### config.mk
export PLATFORM = sky130hd
export DESIGN_NAME = alu_mc
export DESIGN_NICKNAME = d
export VERILOG_FILES = /design/src/rtl/alu_mc.sv
export SDC_FILE = /design/constraint.sdc
export NUM_CORES = 1
export LEC_CHECK = 0
export CAP_MARGIN = 25
export CORE_ASPECT_RATIO = 1.1
export CORE_MARGIN = 8
export CORE_UTILIZATION = 50
export DETAILED_ROUTE_END_ITERATION = 12
export DONT_BUFFER_PORTS = 1
export GPL_ROUTABILITY_DRIVEN = 1
export PLACE_DENSITY_LB_ADDON = 0.3
export SLEW_MARGIN = 20
export SYNTH_ARGS = -nofsm -noshare
export SYNTH_HDL_FRONTEND = slang
export SYNTH_SLANG_ARGS = --single-unit
export TNS_END_PERCENT = 100
### constraint.sdc
create_clock -name clk -period 2.7 [get_ports clk]
set_input_delay 0.27 -clock clk [delete_from_list [all_inputs] [get_ports clk]]
set_output_delay 0.27 -clock clk [all_outputs]
set_load 0.005 [all_outputs]
### src/rtl/alu_mc.sv
// Multi-cycle ALU with valid/ready handshakes: single-cycle logic ops, bit-serial shifts,
// and an optional shift-add multiplier enabled by defining ALU_MC_MUL_EN.
module alu_mc #(
  parameter int DATA_WIDTH = 32,
  parameter int SHAMT_W    = $clog2(DATA_WIDTH)
) (
  input  logic                  clk,
  input  logic                  rst,
  input  logic                  in_valid,
  output logic                  in_ready,
  input  logic [DATA_WIDTH-1:0] ALUop1,
  input  logic [DATA_WIDTH-1:0] ALUop2,
  input  logic [3:0]            ALUctrl,
  output logic                  out_valid,
  input  logic                  out_ready,
  output logic [DATA_WIDTH-1:0] ALUout,
  output logic                  EQ,
  output logic                  ERR
);

  localparam int CNT_W = $clog2(DATA_WIDTH) + 1;

  typedef enum logic [1:0] {
    IDLE  = 2'd0,
    SHIFT = 2'd1,
`ifdef ALU_MC_MUL_EN
    MUL   = 2'd2,
`endif
    DONE  = 2'd3
  } state_t;

  state_t                state_q, state_d;
  logic [DATA_WIDTH-1:0] a_q, a_d;
  logic [3:0]            ctrl_q, ctrl_d;
  logic [CNT_W-1:0]      cnt_q, cnt_d;
  logic [DATA_WIDTH-1:0] res_q, res_d;
  logic                  eq_q, eq_d;
  logic                  err_q, err_d;
`ifdef ALU_MC_MUL_EN
  logic [DATA_WIDTH-1:0] b_q, b_d;
  logic [DATA_WIDTH-1:0] acc_q, acc_d;
  logic [DATA_WIDTH-1:0] acc_step;
`endif

  logic [SHAMT_W-1:0]    shamt;
  logic                  is_shift;
  logic [DATA_WIDTH-1:0] fast_res;
  logic                  fast_err;
  logic [DATA_WIDTH-1:0] shift_step;

  assign shamt    = ALUop2[SHAMT_W-1:0];
  assign is_shift = (ALUctrl == 4'b0110) || (ALUctrl == 4'b0111) || (ALUctrl == 4'b1000);

  // Result for everything finishing straight out of IDLE (shift by zero passes op1 through).
  always_comb begin
    fast_res = ALUop1 + ALUop2;
    fast_err = 1'b0;
    case (ALUctrl)
      4'b0000: fast_res = ALUop1 + ALUop2;
      4'b0001: fast_res = ALUop1 - ALUop2;
      4'b0010: fast_res = ALUop1 & ALUop2;
      4'b0011: fast_res = ALUop1 | ALUop2;
      4'b0100: fast_res = DATA_WIDTH'($signed(ALUop1) < $signed(ALUop2));
      4'b0101: fast_res = ALUop1 ^ ALUop2;
      4'b0110, 4'b0111, 4'b1000: fast_res = ALUop1;
      4'b1001: fast_res = DATA_WIDTH'(ALUop1 < ALUop2);
      default: fast_err = 1'b1;
    endcase
  end

  always_comb begin
    case (ctrl_q)
      4'b0111: shift_step = {1'b0, a_q[DATA_WIDTH-1:1]};
      4'b1000: shift_step = {a_q[DATA_WIDTH-1], a_q[DATA_WIDTH-1:1]};
      default: shift_step = {a_q[DATA_WIDTH-2:0], 1'b0};
    endcase
  end

`ifdef ALU_MC_MUL_EN
  assign acc_step = acc_q + (b_q[0] ? a_q : '0);
`endif

  always_comb begin
    state_d = state_q;
    a_d     = a_q;
    ctrl_d  = ctrl_q;
    cnt_d   = cnt_q;
    res_d   = res_q;
    eq_d    = eq_q;
    err_d   = err_q;
`ifdef ALU_MC_MUL_EN
    b_d     = b_q;
    acc_d   = acc_q;
`endif
    case (state_q)
      IDLE: begin
        if (in_valid) begin
          ctrl_d = ALUctrl;
          a_d    = ALUop1;
          if (is_shift && (shamt != '0)) begin
            cnt_d   = CNT_W'(shamt);
            state_d = SHIFT;
`ifdef ALU_MC_MUL_EN
          end else if (ALUctrl == 4'b1010) begin
            b_d     = ALUop2;
            acc_d   = '0;
            cnt_d   = CNT_W'(DATA_WIDTH);
            state_d = MUL;
`endif
          end else begin
            res_d   = fast_res;
            eq_d    = (fast_res == '0);
            err_d   = fast_err;
            state_d = DONE;
          end
        end
      end
      SHIFT: begin
        a_d   = shift_step;
        cnt_d = cnt_q - 1'b1;
        if (cnt_q == CNT_W'(1)) begin
          res_d   = shift_step;
          eq_d    = (shift_step == '0);
          err_d   = 1'b0;
          state_d = DONE;
        end
      end
`ifdef ALU_MC_MUL_EN
      MUL: begin
        acc_d = acc_step;
        a_d   = {a_q[DATA_WIDTH-2:0], 1'b0};
        b_d   = {1'b0, b_q[DATA_WIDTH-1:1]};
        cnt_d = cnt_q - 1'b1;
        if (cnt_q == CNT_W'(1)) begin
          res_d   = acc_step;
          eq_d    = (acc_step == '0);
          err_d   = 1'b0;
          state_d = DONE;
        end
      end
`endif
      DONE: begin
        if (out_ready) state_d = IDLE;
      end
      default: state_d = IDLE;
    endcase
  end

  always_ff @(posedge clk or posedge rst) begin
    if (rst) begin
      state_q <= IDLE;
      a_q     <= '0;
      ctrl_q  <= '0;
      cnt_q   <= '0;
      res_q   <= '0;
      eq_q    <= 1'b0;
      err_q   <= 1'b0;
`ifdef ALU_MC_MUL_EN
      b_q     <= '0;
      acc_q   <= '0;
`endif
    end else begin
      state_q <= state_d;
      a_q     <= a_d;
      ctrl_q  <= ctrl_d;
      cnt_q   <= cnt_d;
      res_q   <= res_d;
      eq_q    <= eq_d;
      err_q   <= err_d;
`ifdef ALU_MC_MUL_EN
      b_q     <= b_d;
      acc_q   <= acc_d;
`endif
    end
  end

  assign in_ready  = (state_q == IDLE);
  assign out_valid = (state_q == DONE);
  assign ALUout    = res_q;
  assign EQ        = eq_q;
  assign ERR       = err_q;

endmodule

[Word-level counts from Yosys, hierarchy flattened]
Cells that the tools add are included.
Operators by class
  order comparisons: 2
  reductions and logical operators: 16
  add/subtract/negate cells: 3
  bitwise operators: 3
  muxes and demuxes: 25
  eq/ne operators: 19
Operators with widths (count)
  $pmux W32 S7: 1
  $pmux W32 S2: 3
  $mux W32: 4
  $logic_not A32 Y1: 2
  $lt A32 B32 Y1: 2
  $add A32 B32 Y32: 1
  $and A32 B32 Y32: 1
  $or A32 B32 Y32: 1
  $sub A32 B32 Y32: 1
  $xor A32 B32 Y32: 1
  $eq A4 B3 Y1 const B: 5
  $eq A4 B4 Y1 const B: 3
  $mux W6: 2
  $pmux W6 S2: 1
  $reduce_or A10 Y1: 1
  $eq A4 B2 Y1 const B: 2
  $mux W2: 4
  $mux W1: 7
  $eq A6 B1 Y1 const B: 1
  $ne A2 B2 Y1 const B: 3
  $pmux W2 S3: 1
  $reduce_and A3 Y1: 2
  $sub A6 B1 Y6 const B: 1
  $reduce_bool A5 Y1: 1
  other kinds (13): 17
Word-level totals
  bits in registers: 78
  logic and storage cells: 75
  output and inout bits: 36

[Logic depth before layout (Yosys ltp)]
Gate-level depths: netlist (run 1).
  word-level depth: 7
  gate-level depth with buffers: 15

[Least setup slack after synthesis (run 1)]
OpenSTA, ideal clock, no wires.
  path type: input port to flip-flop
  start point: in ALUop1[0]
  end point: reg eq_q (netlist: EQ)
  stages on the path: 15
  data arrival time: 3.098 ns
  slack: -0.490 ns
  cells stage by stage: inv_1 -> ha_1 -> inv_1 -> fa_1 -> nor2b_1 -> o311ai_2 -> a21oi_1 -> o31a_1 -> or2_1 -> a211o_1 -> a211oi_1 -> nand4_1 -> nor4_2 -> nand4_1 -> o31ai_2
Between the ends
  word-level cells in the longest chain between the ends: 6
  elaborated cells on any way between the ends: 12
  classes of those cells: add/sub (2); order compare (2); mux (4); bitwise (3); reduce/logical (1)
RTL lines
  start, declared: RTL line 11  | input logic [DATA_WIDTH-1:0] ALUop1,
  $add A32 B32 Y32, or another cell as far along: RTL line 56, 59
  $pmux W32 S7 *: RTL line 58  | case (ALUctrl)
  $logic_not A32 Y1 *: RTL line 112  | eq_d = (fast_res == '0);
  $mux W1 *: RTL line 100  | if (is_shift && (shamt != '0)) begin
  $mux W1 *: RTL line 97  | if (in_valid) begin
  $pmux W1 S2 *: RTL line 95  | case (state_q)
  end signal, assigned: RTL line 168  | eq_q <= eq_d;
  end, declared: RTL line 37  | logic eq_q, eq_d;
Every way passes the cells marked *; elsewhere a longest branch is shown, timed or not. The select of a mux whose other input is x is not followed.
A chain may end at the register's enable or synchronous reset.

[Final worst setup path (run 1)]
Ends and elaborated chain as after synthesis.

==> run metrics, run 1 <==
status=complete, but fails checks; failing checks=negative setup slack; R2R cell count=12; synthesized area per cell=7.18 um2; ANT cells=0; DIE HEIGHT=165 um; Initial Util=50.8%; worst slew pin tran=0.912 ns; Worst EP required=2.94 ns; final period utilization=113%; clk sinks=78; CP Data Arrival Time=3.30 ns; Post-DP Area=12800 um2; Antenna Violating Nets Remaining=0; CP startpoint kind=input pin; Hold Path Class=in -> reg; die width=151 um; syn_nets=1572; most frequent cell after synthesis=a21oi_1; Unique masters post-synth=88; Fin. Hold Viols=0; NetSw=4.26 mW; switch share=46.5%; Slew Limit Headroom=38.7%; cells after synthesis=1400; clk buf depth=2; # nets final=1875; pin count of the biggest net entering global routing=69; final WL=44500 um; worst setup slack after layout=-0.364 ns; Iteration-0 DRC Markers=1218; Syn-to-layout area delta=42.1%; post-synth top area cell=dfrtp_1; TritonCTS buffer count=9; VDD IR max=1.25 mV; num rows=54; top cell type's share of synthesized area=19.4%; Hold Crit Depth=1; Cell Count Post-Placement=1912; clk slew on worst S/H paths=0.06 ns; crit path max fanout=5; RSZ-0062 raised after global routing=true; clock power share=13.0%; logic gate share of total power=61.4%; number of port buffers=0; CP Capture Type=flop; most frequent cells after synthesis=156 x a21oi_1, 136 x nor2_1, 124 x nand2_1, 100 x o21ai_0, 98 x ha_1; ys async rst share=100%; final slew viol count=0; post-synthesis cell area=10000 um2; Worst Skew=0.00616 ns; kind of critical path=in -> reg; Avg WL per Cell=22.7 um; via count=12800; Remaining Overflow, GRT=0; IO Pins=108; H-tree depth=3; f_max=0.326 GHz; Area contributors post-synth=dfrtp_1 19%, ha_1 12%, a21oi_1 7.8%; Post-synth EDFFs=0; vias in the first global route=12100; Avg Vias per Cell=6.53; CTS tree=done; Synth warnings=0; Design Power=9.16 mW; Leak=6.32 nW; Root Driver=clkbuf_16; core footprint=19800 um2; Remaining DRCs=0; Main synth FF type=dfrtp_1; fill count=1611; Clk Latency, worst-skew pair=0.33 ns; Setup-failing EPs final=12; hpwl dp=34400 um; post-route cell area=14300 um2; GPL Wtd Cong=1.03; min Tclk post-route=3.06 ns; DRT Pass-1 Iters=8; die area=24900 um2; register area share after synthesis=19.4%; share of cells above drive strength 1=34.2%; Yosys reg bits=78; total track usage=34.2%; Sequential Power Share=25.6%; Cell Int Power=4.89 mW; initial antenna violation count=0; PD cells=641 nW/um2; Fin Setup TNS=-1.29 ns; Max-Cap Viols=0; first-pass GRT wire length=66600 um; fin cells=1959
[power by group through the flow]
stage / Clock (mW) / Combinational (mW) / Sequential [mW]
after global placement: 0 / 4.89 / 2.33
after CTS: 1.19 / 5.17 / 2.34
after global routing: 1.23 / 6.09 / 2.42
final: 1.19 / 5.62 / 2.35
after floorplan: 0 / 3.31 / 2.15
after detailed placement: 0 / 4.99 / 2.34
[path summary, 6_finish.rpt]
kind / startpoint / endpoint / slack (ns)
max: ALUop1[0] / EQ / -0.36
min: out_ready / state_q[0] / 0.03
max reg2reg: state_q[0] / EQ / -0.01
min reg2reg: ALUout[4] / ALUout[4] / 0.51
max in group asynchronous: rst / state_q[1] / 1.53
min in group asynchronous: rst / ALUout[25] / 0.54
[placed cells by master (no fill, tap or decap), drive strengths merged, types with 31 or more instances in the layout]
cell type / count
buf: 392
a21oi: 157
nor2: 136
nand2: 124
o21ai: 107
ha: 98
inv: 93
dfrtp: 78
o22ai: 39
nor3: 32
a211oi: 31
[cell type report]
type	count	area [um2]	share of cell area (%)
clock inverters	4	47.5	0.333
multi-input cells	1117	8210	57.5
repair buffers	393	3060	21.4
inverters	104	450	3.15
clock buffers	11	243	1.70
flip-flops and latches	78	1950	13.7
well taps	252	315	2.21
[critical path, stage by stage]
cell	delay, ns
clkinv_16	0.03
ha_4	0.13
inv_2	0.04
fa_2	0.33
nor2b_4	0.14
o311ai_4	0.34
nand2_1	0.15
a221o_1	0.34
a21oi_2	0.25
nand3_2	0.13
nor4_4	0.32
buf_4	0.16
nand4_1	0.10
nor4_2	0.22
nand4_1	0.16
o31ai_2	0.20
[repair_timing]
item | 4_1_cts | 5_1_grt
buffers inserted | 10 | 28
hold buffers | 1 | 0
endpoints found under the hold margin | 44 | 0
gates cloned | 0 | 0
gates resized for setup | 74 | 132
pin swaps | 26 | 61
setup endpoints to repair | 17 | 20
[through the flow]
stage	setup slack [ns]	util [%]	hold WS, ns
global placement	-0.877	64.7	0.316
floorplan	-0.315	-	0.356
detailed placement	-0.890	64.8	0.313
global route	-0.420	72.1	0.0147
CTS	-0.294	68.4	0.0197
finish	-0.364	72.1	0.0251
[cells by family after synthesis]
| logic type | Yosys count | synth area share (%) |
|---|---|---|
| simple gates | 440 | 20.9 |
| compound gates | 535 | 34.8 |
| mux | 35 | 3.60 |
| xor+xnor | 7 | 0.610 |
| buf+inv | 205 | 8.08 |
| flops | 78 | 19.4 |
| fa+ha+maj | 100 | 12.6 |
[registers in the layout, summed over array words and instances (netlist names)]
signal	cells
state_q	2
ctrl_q	4
cnt_q	6
EQ	1
ALUout	32
ERR	1
a_q	32
[per-layer routing]
metal	vias up	GRT usage, %	wire [um]
li1	5775	-	-
met1	6085	43.5	17300
met4	0	13.6	2060
met5	-	0	0
met3	165	8.03	4990
met2	767	54.7	20100
(Power assumes the default switching activity.)
==> inputs of run 2 (changes only) <==
- GPL_TIMING_DRIVEN: not set -> 0
- RECOVER_POWER: not set -> 100
==> run 2 against run 1 <==
  * The run ends with max-capacitance violations, max-slew violations, negative setup slack left
  * Register-to-register slack got worse by 0.47 ns
  * Hold slack worse by 0.014 ns
  * Utilization is 7.9 points lower
  * Global-route usage is 1.9 points higher
  * Highest routed layer is now met5
==> run metrics, run 2 (same netlist as run 1, synthesis figures left out) <==
GPL Wtd Cong=0.999; failing checks=max-capacitance violations, max-slew violations, negative setup slack; most frequent cells in the layout=131 x nor2_1, 129 x a21oi_1, 115 x nand2_1; Setup-failing EPs final=9; Root Driver=clkbuf_16; Hold Crit Depth=1; Avg Vias per Cell=7.00; fin cells=1753; Avg WL per Cell=26.7 um; Leak=5.16 nW; kind of critical path=in -> reg; Max-Cap Viols=1; total track usage=36.0%; initial antenna violation count=1; WP buf/inv=5; final WL=46800 um; first-pass GRT wire length=68300 um; worst path cell trace=buf_6 -> and3b_1 -> clkbuf_2 -> or2_1 -> buf_2 -> buf_4 -> buf_4 -> a221oi_4 -> nand3_1 -> nor4_4 -> nand4_1 -> nor4_2 -> nand4_1 -> o31ai_2; Syn-to-layout area delta=26.5%; Fin. Hold Viols=0; Slew Limit Headroom=-0.659%; ANT cells=0; CP startpoint kind=input pin; clk sinks=78; DIE HEIGHT=165 um; vias in the first global route=11600; # nets final=1668; Top delay family on crit path=simple AND/OR/NAND/NOR gates; CP Data Arrival Time=3.46 ns; Iteration-0 DRC Markers=1497; post-layout util=64.2%; die area=24900 um2; IO Pins=108; worst setup slack after layout=-0.502 ns; clk slew on worst S/H paths=0.07 ns; die width=151 um; CP peak stage delay=0.43 ns; Cell Count Post-Placement=1655; Worst EP required=2.96 ns; hpwl dp=35500 um; Hold Path Class=in -> reg; reg-to-reg endpoint=EQ; fill count=1787; beginning of the worst hold path=out_ready; final slew viol count=34; CTS tree=done; Antenna Violating Nets Remaining=0; f_max=0.312 GHz; core footprint=19800 um2; Worst path slowest cell=a221oi_4; Worst Skew=0.0105 ns; number of port buffers=0; commonest non-fill, non-tap cell in the layout=nor2_1; worst slew pin tran=1.50 ns; Design Power=9.11 mW; status=complete, but fails checks; via count=12300; R2R cell count=11; pin count of the biggest net entering global routing=47; hold path endpoint=state_q[0]; share of cells above drive strength 1=23.3%; RSZ-0062 raised after global routing=true; TritonCTS buffer count=9; final period utilization=119%; H-tree depth=3; Remaining Overflow, GRT=0; VDD IR max=0.843 mV; Worst R2R Setup Slack=-0.48 ns; Fin Setup TNS=-1.57 ns; CP Capture Type=flop; clk buf depth=2; min Tclk post-route=3.20 ns; Initial Util=50.8%; num rows=54; crit path max fanout=10; R2R Path Start=state_q[0]; Remaining DRCs=0; Clk Latency, worst-skew pair=0.34 ns; DRT Pass-1 Iters=6; PD cells=717 nW/um2
run 2: report_power, final:
part / internal, mW / switching (mW) / leakage, nW
sequential: 1.75 / 0.638 / 0.915
combinational: 2.03 / 3.46 / 4.10
clock: 0.723 / 0.513 / 0.139
run 2: final cells by class:
class	instances	area [um2]	share of cell area (%)
Clock buffer	10	229	1.80
Buffer	97	520	4.09
Clock inverter	6	71.3	0.561
Multi-Input combinational cell	1117	8440	66.4
Timing Repair Buffer	89	716	5.63
Sequential cell	78	1950	15.4
Tap cell	252	315	2.48
Inverter	104	470	3.70
run 2: worst max-delay path by stage:
stage / startpoint / to / slack, ns / cells after the start
6_report: ALUctrl[1] / EQ / -0.50 / 14
5_1_grt: ALUop1[0] / EQ / -0.58 / 17
4_1_cts: ALUop1[0] / EQ / -0.41 / 15
3_5_place_dp: ALUctrl[3] / EQ / -1.71 / 12
3_3_place_gp: ALUctrl[2] / ALUout[21] / -1.76 / 9
2_1_floorplan: ALUop1[0] / EQ / -0.31 / 15
run 2: through the flow:
stage               cell area (um2)  hold slack (ns)  worst slack, ns
floorplan                     10200            0.356           -0.315
global placement              10500            0.357            -1.76
detailed placement            10500            0.180            -1.71
CTS                           12000           0.0116           -0.408
global route                  12700           0.0233           -0.581
finish                        12700           0.0107           -0.502
run 2: per-layer routing:
layer  up-vias  track usage [%]  wire (um)
li1       5364                -          -
met1      5821             44.7      17500
met2       884             57.1      21100
met3       208             8.80       5710
met4         2             18.4       2490
met5         -                0         13
run 2: timing repair:
item / CTS / global route
endpoints found under the setup margin: 60 / 38
resized for setup: 180 / 147
hold buffers: 1 / 0
endpoints found under the hold margin: 32 / 0
buffers inserted: 50 / 34
gates cloned: 0 / 3
pin swaps: 49 / 55
==> RTL change 1, RTL diff (config.mk and constraints of run 2) <==
Change the parameter `DATA_WIDTH` from 32 to 16.
--- a/src/rtl/alu_mc.sv
+++ b/src/rtl/alu_mc.sv
@@ -2,5 +2,5 @@
 // and an optional shift-add multiplier enabled by defining ALU_MC_MUL_EN.
 module alu_mc #(
-  parameter int DATA_WIDTH = 32,
+  parameter int DATA_WIDTH = 16,
   parameter int SHAMT_W    = $clog2(DATA_WIDTH)
 ) (
Ports: changed (resized ALUop1, ALUop2 and ALUout); port bits go from 108 to 60. The function was not compared with the original's and may differ.
==> RTL change 1 against run 2 <==
- the run ends with negative setup slack left
- via count decreased by 57%
- maximum frequency rose by 10%
- wire length is 64% lower
- total power is 57% lower
- cell area decreased by 56%
- worst setup slack better by 0.30 ns
- area after synthesis fell by 50%
- sequential cell count down 33
- global-route usage fell by 12 points
- largest cell class unchanged
- highest routed layer is now met4
==> RTL change 1: results (changes against run 2) <==
layout:
  drive_above_1_share: 0.122  # was 0.233
  final_nets: 755  # was 1668
  diodes: 0  # unchanged
  num-fill-cells: 944  # was 1787
synthesis:
  async_flop_share: 1.00  # unchanged
  synth_compound_area_frac: 0.319  # was 0.348
  yosys_most_used_dff: "dfrtp_1"  # unchanged
  ys_seq_area_frac: 0.226  # was 0.194
  synth_xor_area_frac: 0.00527  # was 0.00610
  synthMuxAreaShare: 0.0439  # was 0.0360
  synth_common_cells: "nor2_1, inv_1, nand2_1, o21ai_0"  # was a21oi_1, nor2_1, nand2_1, o21ai_0, ha_1
  ys_warn_count: 0  # unchanged
  synth_cell_type_count: 78  # was 88
  syn-num-nets: 738  # was 1572
  synthAdderAreaFrac: 0.134  # was 0.126
  yosys-top-cells-area: "dfrtp_1, ha_1, o21ai_0"  # was dfrtp_1, ha_1, a21oi_1
run_status:
  outcome: "finished with violations"  # unchanged
  violations: "negative setup slack"  # was max-capacitance violations, max-slew violations, negative setup slack
pwr:
  irDropWorstVdd_mv: 0.274  # was 0.843 mV
  leakage_nw: 2.41  # was 5.16 nW
global_route:
  track_usage: 0.240  # was 0.360
  grt_max_degree: 25  # was 47
  grt_pass1_vias: 5119  # was 11600
  grt_first_pass_wirelength_mm: 26.7  # was 68.3 mm
  antenna_found_initial: 0  # was 1
setup_path:
  cp_max_fo: 5  # was 10
  worstPathArrival_ns: 3.09  # was 3.46 ns
timing:
  worstMarginPinSlew_ns: 1.29  # was 1.50 ns
  clock_skew_ns: 0.00532  # was 0.0105 ns
  setup_viol: 2  # was 9
  worst_slack_ns: -0.200  # was -0.502 ns
route:
  drt_iter0_drc: 429  # was 1497
  postRouteWirelength_mm: 17.1  # was 46.8 mm
  firstDrtPassIters: 5  # was 6
  viasPerCell: 6.70  # was 7.00
place:
  hpwl_mm: 13.0  # was 35.5 mm
  portBuffers: 0  # unchanged
  place_congestion: 0.947  # was 0.999
  place_ws_ns: -0.742  # was -1.71 ns
clocking:
  htree_levels: 2  # was 3
  clock_latency_ns: 0.31  # was 0.34 ns
  clk_pin_slew_worst_paths_ns: 0.08
  cts-root-buf: "clkbuf_8"  # was clkbuf_16
  clock_path_buffers: 2  # unchanged
  numCtsBuffers: 5  # was 9
hold_path:
  hold_path.class: "input port to flip-flop"  # unchanged
## RTL change 1: cell types whose count changed in the layout (fill, tap and decap cells not counted), sizes merged, moves of 21 or more
cell	run 2	this run
a21oi	157	51
buf	112	18
nor2	136	62
nand2	124	56
o21ai	107	58
ha	98	50
clkbuf	83	36
inv	93	57
o22ai	39	5
dfrtp	78	45
a211oi	31	10
## RTL change 1: timing repair
item	CTS	global route
hold buffers	1	0
setup buffers	6	4
hold endpoints to repair	21	0
gates resized for setup	23	26
setup endpoints to repair	6	6
pin swaps	4	12
## RTL change 1: cells by family (layout without fill, tap and decap cells)
| family | Yosys count | in the layout |
|---|---|---|
| xor gates and xnor gates | 3 | 3 |
| DFF | 45 | 45 |
| adders and majority gates | 52 | 52 |
| AOI/OAI and AO/OA | 229 | 229 |
| muxes | 21 | 21 |
| buffers and inverters | 96 | 114 |
| and+or+nand+nor | 200 | 200 |
## RTL change 1: worst paths after layout
check / startpoint / end / slack [ns] / depth (start not counted)
worst max-delay path: ALUop2[0] / ALUout[14] / -0.20 / 11
worst min-delay path: out_ready / state_q[0] / 0.05 / 1
worst max register to register: state_q[0] / EQ / -0.04 / 10
worst min register to register: cnt_q[1] / cnt_q[1] / 0.51 / 2
max in group asynchronous: rst / cnt_q[2] / 0.45 / 3
min in group asynchronous: rst / ALUout[5] / 0.59 / 2
## RTL change 1: layout make-up
type / instances / area, um^2 / area share
multi-input combinational: 505 / 3700 / 0.669
sequential: 45 / 1130 / 0.203
inverter: 57 / 214 / 0.0387
buffer: 37 / 168 / 0.0303
tap: 120 / 150 / 0.0271
timing repair buffer: 12 / 88.8 / 0.0161
clock buffer: 6 / 72.6 / 0.0131
clock inverter: 2 / 10.0 / 0.00181
## RTL change 1: metrics by stage
stage	utilization	instance area, um^2	instances	setup TNS (ns)	hold WS (ns)
global route	0.565	5530	784	-0.588	0.0563
finish	0.565	5530	784	-0.392	0.0500
global placement	0.527	5160	766	-5.20	0.361
CTS	0.555	5440	781	-0.200	0.0448
detailed placement	0.531	5200	767	-4.59	0.219
floorplan	-	5010	646	-0.142	0.360
## RTL change 1: layer usage
metal,GRT usage,up-vias,wire (um)
met5,0,-,0
met4,0.106,0,583
met3,0.0367,46,1310
met2,0.411,272,8240
met1,0.294,2529,6910
li1,-,2404,-
## RTL change 1: critical path, stage by stage
cell and delay [ns]:
ha_4 0.15, fa_2 0.35, a21o_4 0.25, a221oi_4 0.30, o21ai_2 0.14, a2111oi_4 0.42, o41ai_2 0.16, a221o_1 0.35
a221oi_4 0.30, mux2i_1 0.14, mux2_4 0.27
## RTL change 1: where the power goes
part | total (mW) | switching (mW) | internal, mW
sequential | 1.29 | 0.289 | 1.00
clock | 0.408 | 0.228 | 0.180
combinational | 2.22 | 1.38 | 0.842
total | 3.92 | 1.90 | 2.02
==> RTL change 2, RTL diff (flow settings as in run 2) <==
Made on the original files. Reset style: synchronous (`rst`), changed in one clocked block.
--- a/src/rtl/alu_mc.sv
+++ b/src/rtl/alu_mc.sv
@@ -147,5 +147,5 @@
   end
 
-  always_ff @(posedge clk or posedge rst) begin
+  always_ff @(posedge clk) begin
     if (rst) begin
       state_q <= IDLE;
Function: differs if rst is asserted again (counterexample within 4 cycles, from zero or initial values and one cycle with rst high); with rst held inactive, the same outputs for 10 cycles.
==> RTL change 2 against run 2 <==
- the flow finishes with violations (negative setup slack)
- cell area decreased by 12%
- area after synthesis decreased by 6.2%
- worst setup slack got worse by 0.59 ns
- maximum frequency decreased by 16%
- die area decreased by 5.6%
- sequential cell count unchanged
- hold slack improved by 0.075 ns
- critical path depth increased by 2
- wire length decreased by 9.6%
- via count decreased by 7.4%
Power is not compared: it rests on default switching activity, and its combinational part moved more than twofold at a synthesized area within 25%.
==> RTL change 2: results (changes against run 2) <==
global_route:
  use_met2: 0.544  # was 0.571
  met3_usage: 0.0735  # was 0.0880
  grt_pass1_vias: 10700  # was 11600
  grt_max_degree: 14  # was 47
  antenna_found_initial: 0  # was 1
  grt_first_pass_wirelength_mm: 64.2  # was 68.3 mm
  track_usage: 0.344  # was 0.360
setup_path:
  slowest_stage: "or4_4"  # was a221oi_4
  reg2reg_slack_ns: -0.91  # was -0.48 ns
  crit_start: "ALUop1[0]"  # was ALUctrl[1]
  cp_top_family: "compound AO/OA/AOI/OAI gates"  # was simple AND/OR/NAND/NOR gates
  cp_max_fo: 4  # was 10
  worstPathArrival_ns: 4.04  # was 3.46 ns
  reg2reg_depth: 10  # was 11
  rr_endpoint: "EQ"  # unchanged
place:
  hpwl_mm: 32.3  # was 35.5 mm
  placed_cells: 1597  # was 1655
  place_ws_ns: -2.03  # was -1.71 ns
  post_dp_cell_area_mm2: 0.0100  # was 0.0105 mm^2
layout:
  num-fill-cells: 1732  # was 1787
  drive_above_1_share: 0.166  # was 0.233
synthesis:
  ys_seq_area_frac: 0.166  # was 0.194
  yosys-top-cells-area: "dfxtp_1, ha_1, nor2_1"  # was dfrtp_1, ha_1, a21oi_1
  synth_compound_area_frac: 0.343  # was 0.348
  synth_xor_area_frac: 0.00651  # was 0.00610
  async_flop_share: 0  # was 1.00
  synth_area_per_cell_um2: 6.96  # was 7.18 um^2
  synthAdderAreaFrac: 0.134  # was 0.126
  synthMuxAreaShare: 0.0428  # was 0.0360
timing:
  holdWs_ns: 0.0861  # was 0.0107 ns
  worst_slack_ns: -1.09  # was -0.502 ns
  worstMarginPinSlew_ns: 1.03  # was 1.50 ns
  setup_viol: 35  # was 9
  tns_ns: -7.45  # was -1.57 ns
hold_path:
  min_from: "ALUop1[28]"  # was out_ready
  holdPathStages: 2  # was 1
route:
  wl_per_cell_um: 26.0  # was 26.7 um
  route.met3.wl_mm: 4.87  # was 5.71 mm
  viasPerCell: 6.99  # was 7.00
  postRouteWirelength_mm: 42.3  # was 46.8 mm
  routed.top_layer: "met4"  # was met5
  wl_met1_mm: 16.2  # was 17.5 mm
  drt_iter0_drc: 1254  # was 1497
  dr_wl_met2_mm: 18.9  # was 21.1 mm
run_status:
  violations: "negative setup slack"  # was max-capacitance violations, max-slew violations, negative setup slack
  outcome: "finished with violations"  # unchanged
[RTL change 2: cell count changes after synthesis, moves of 12 or more]
cell             run 2  this run
nor2_1             136       215
a21oi_1            156       131
o21ai_0            100        56
dfxtp_1              0        78
nand2_1            124       104
mux2i_1             26        38
o22ai_1             39        15
a211oi_1            30        17
a221oi_1            14        56
dfrtp_1             78         0
[RTL change 2: layout make-up]
| class | instances | area (um^2) | area share |
|---|---|---|---|
| Timing Repair Buffer | 25 | 206 | 0.0184 |
| Multi-Input combinational cell | 1082 | 7970 | 0.710 |
| Sequential cell | 78 | 1560 | 0.139 |
| Buffer | 85 | 457 | 0.0407 |
| Inverter | 98 | 422 | 0.0376 |
| Clock buffer | 12 | 256 | 0.0228 |
| Tap cell | 243 | 304 | 0.0271 |
| Clock inverter | 4 | 53.8 | 0.00479 |
[RTL change 2: timing repair]
item	CTS	global route
endpoints found under the setup margin	61	37
resized for setup	120	88
pin swaps	35	37
buffers inserted	20	10
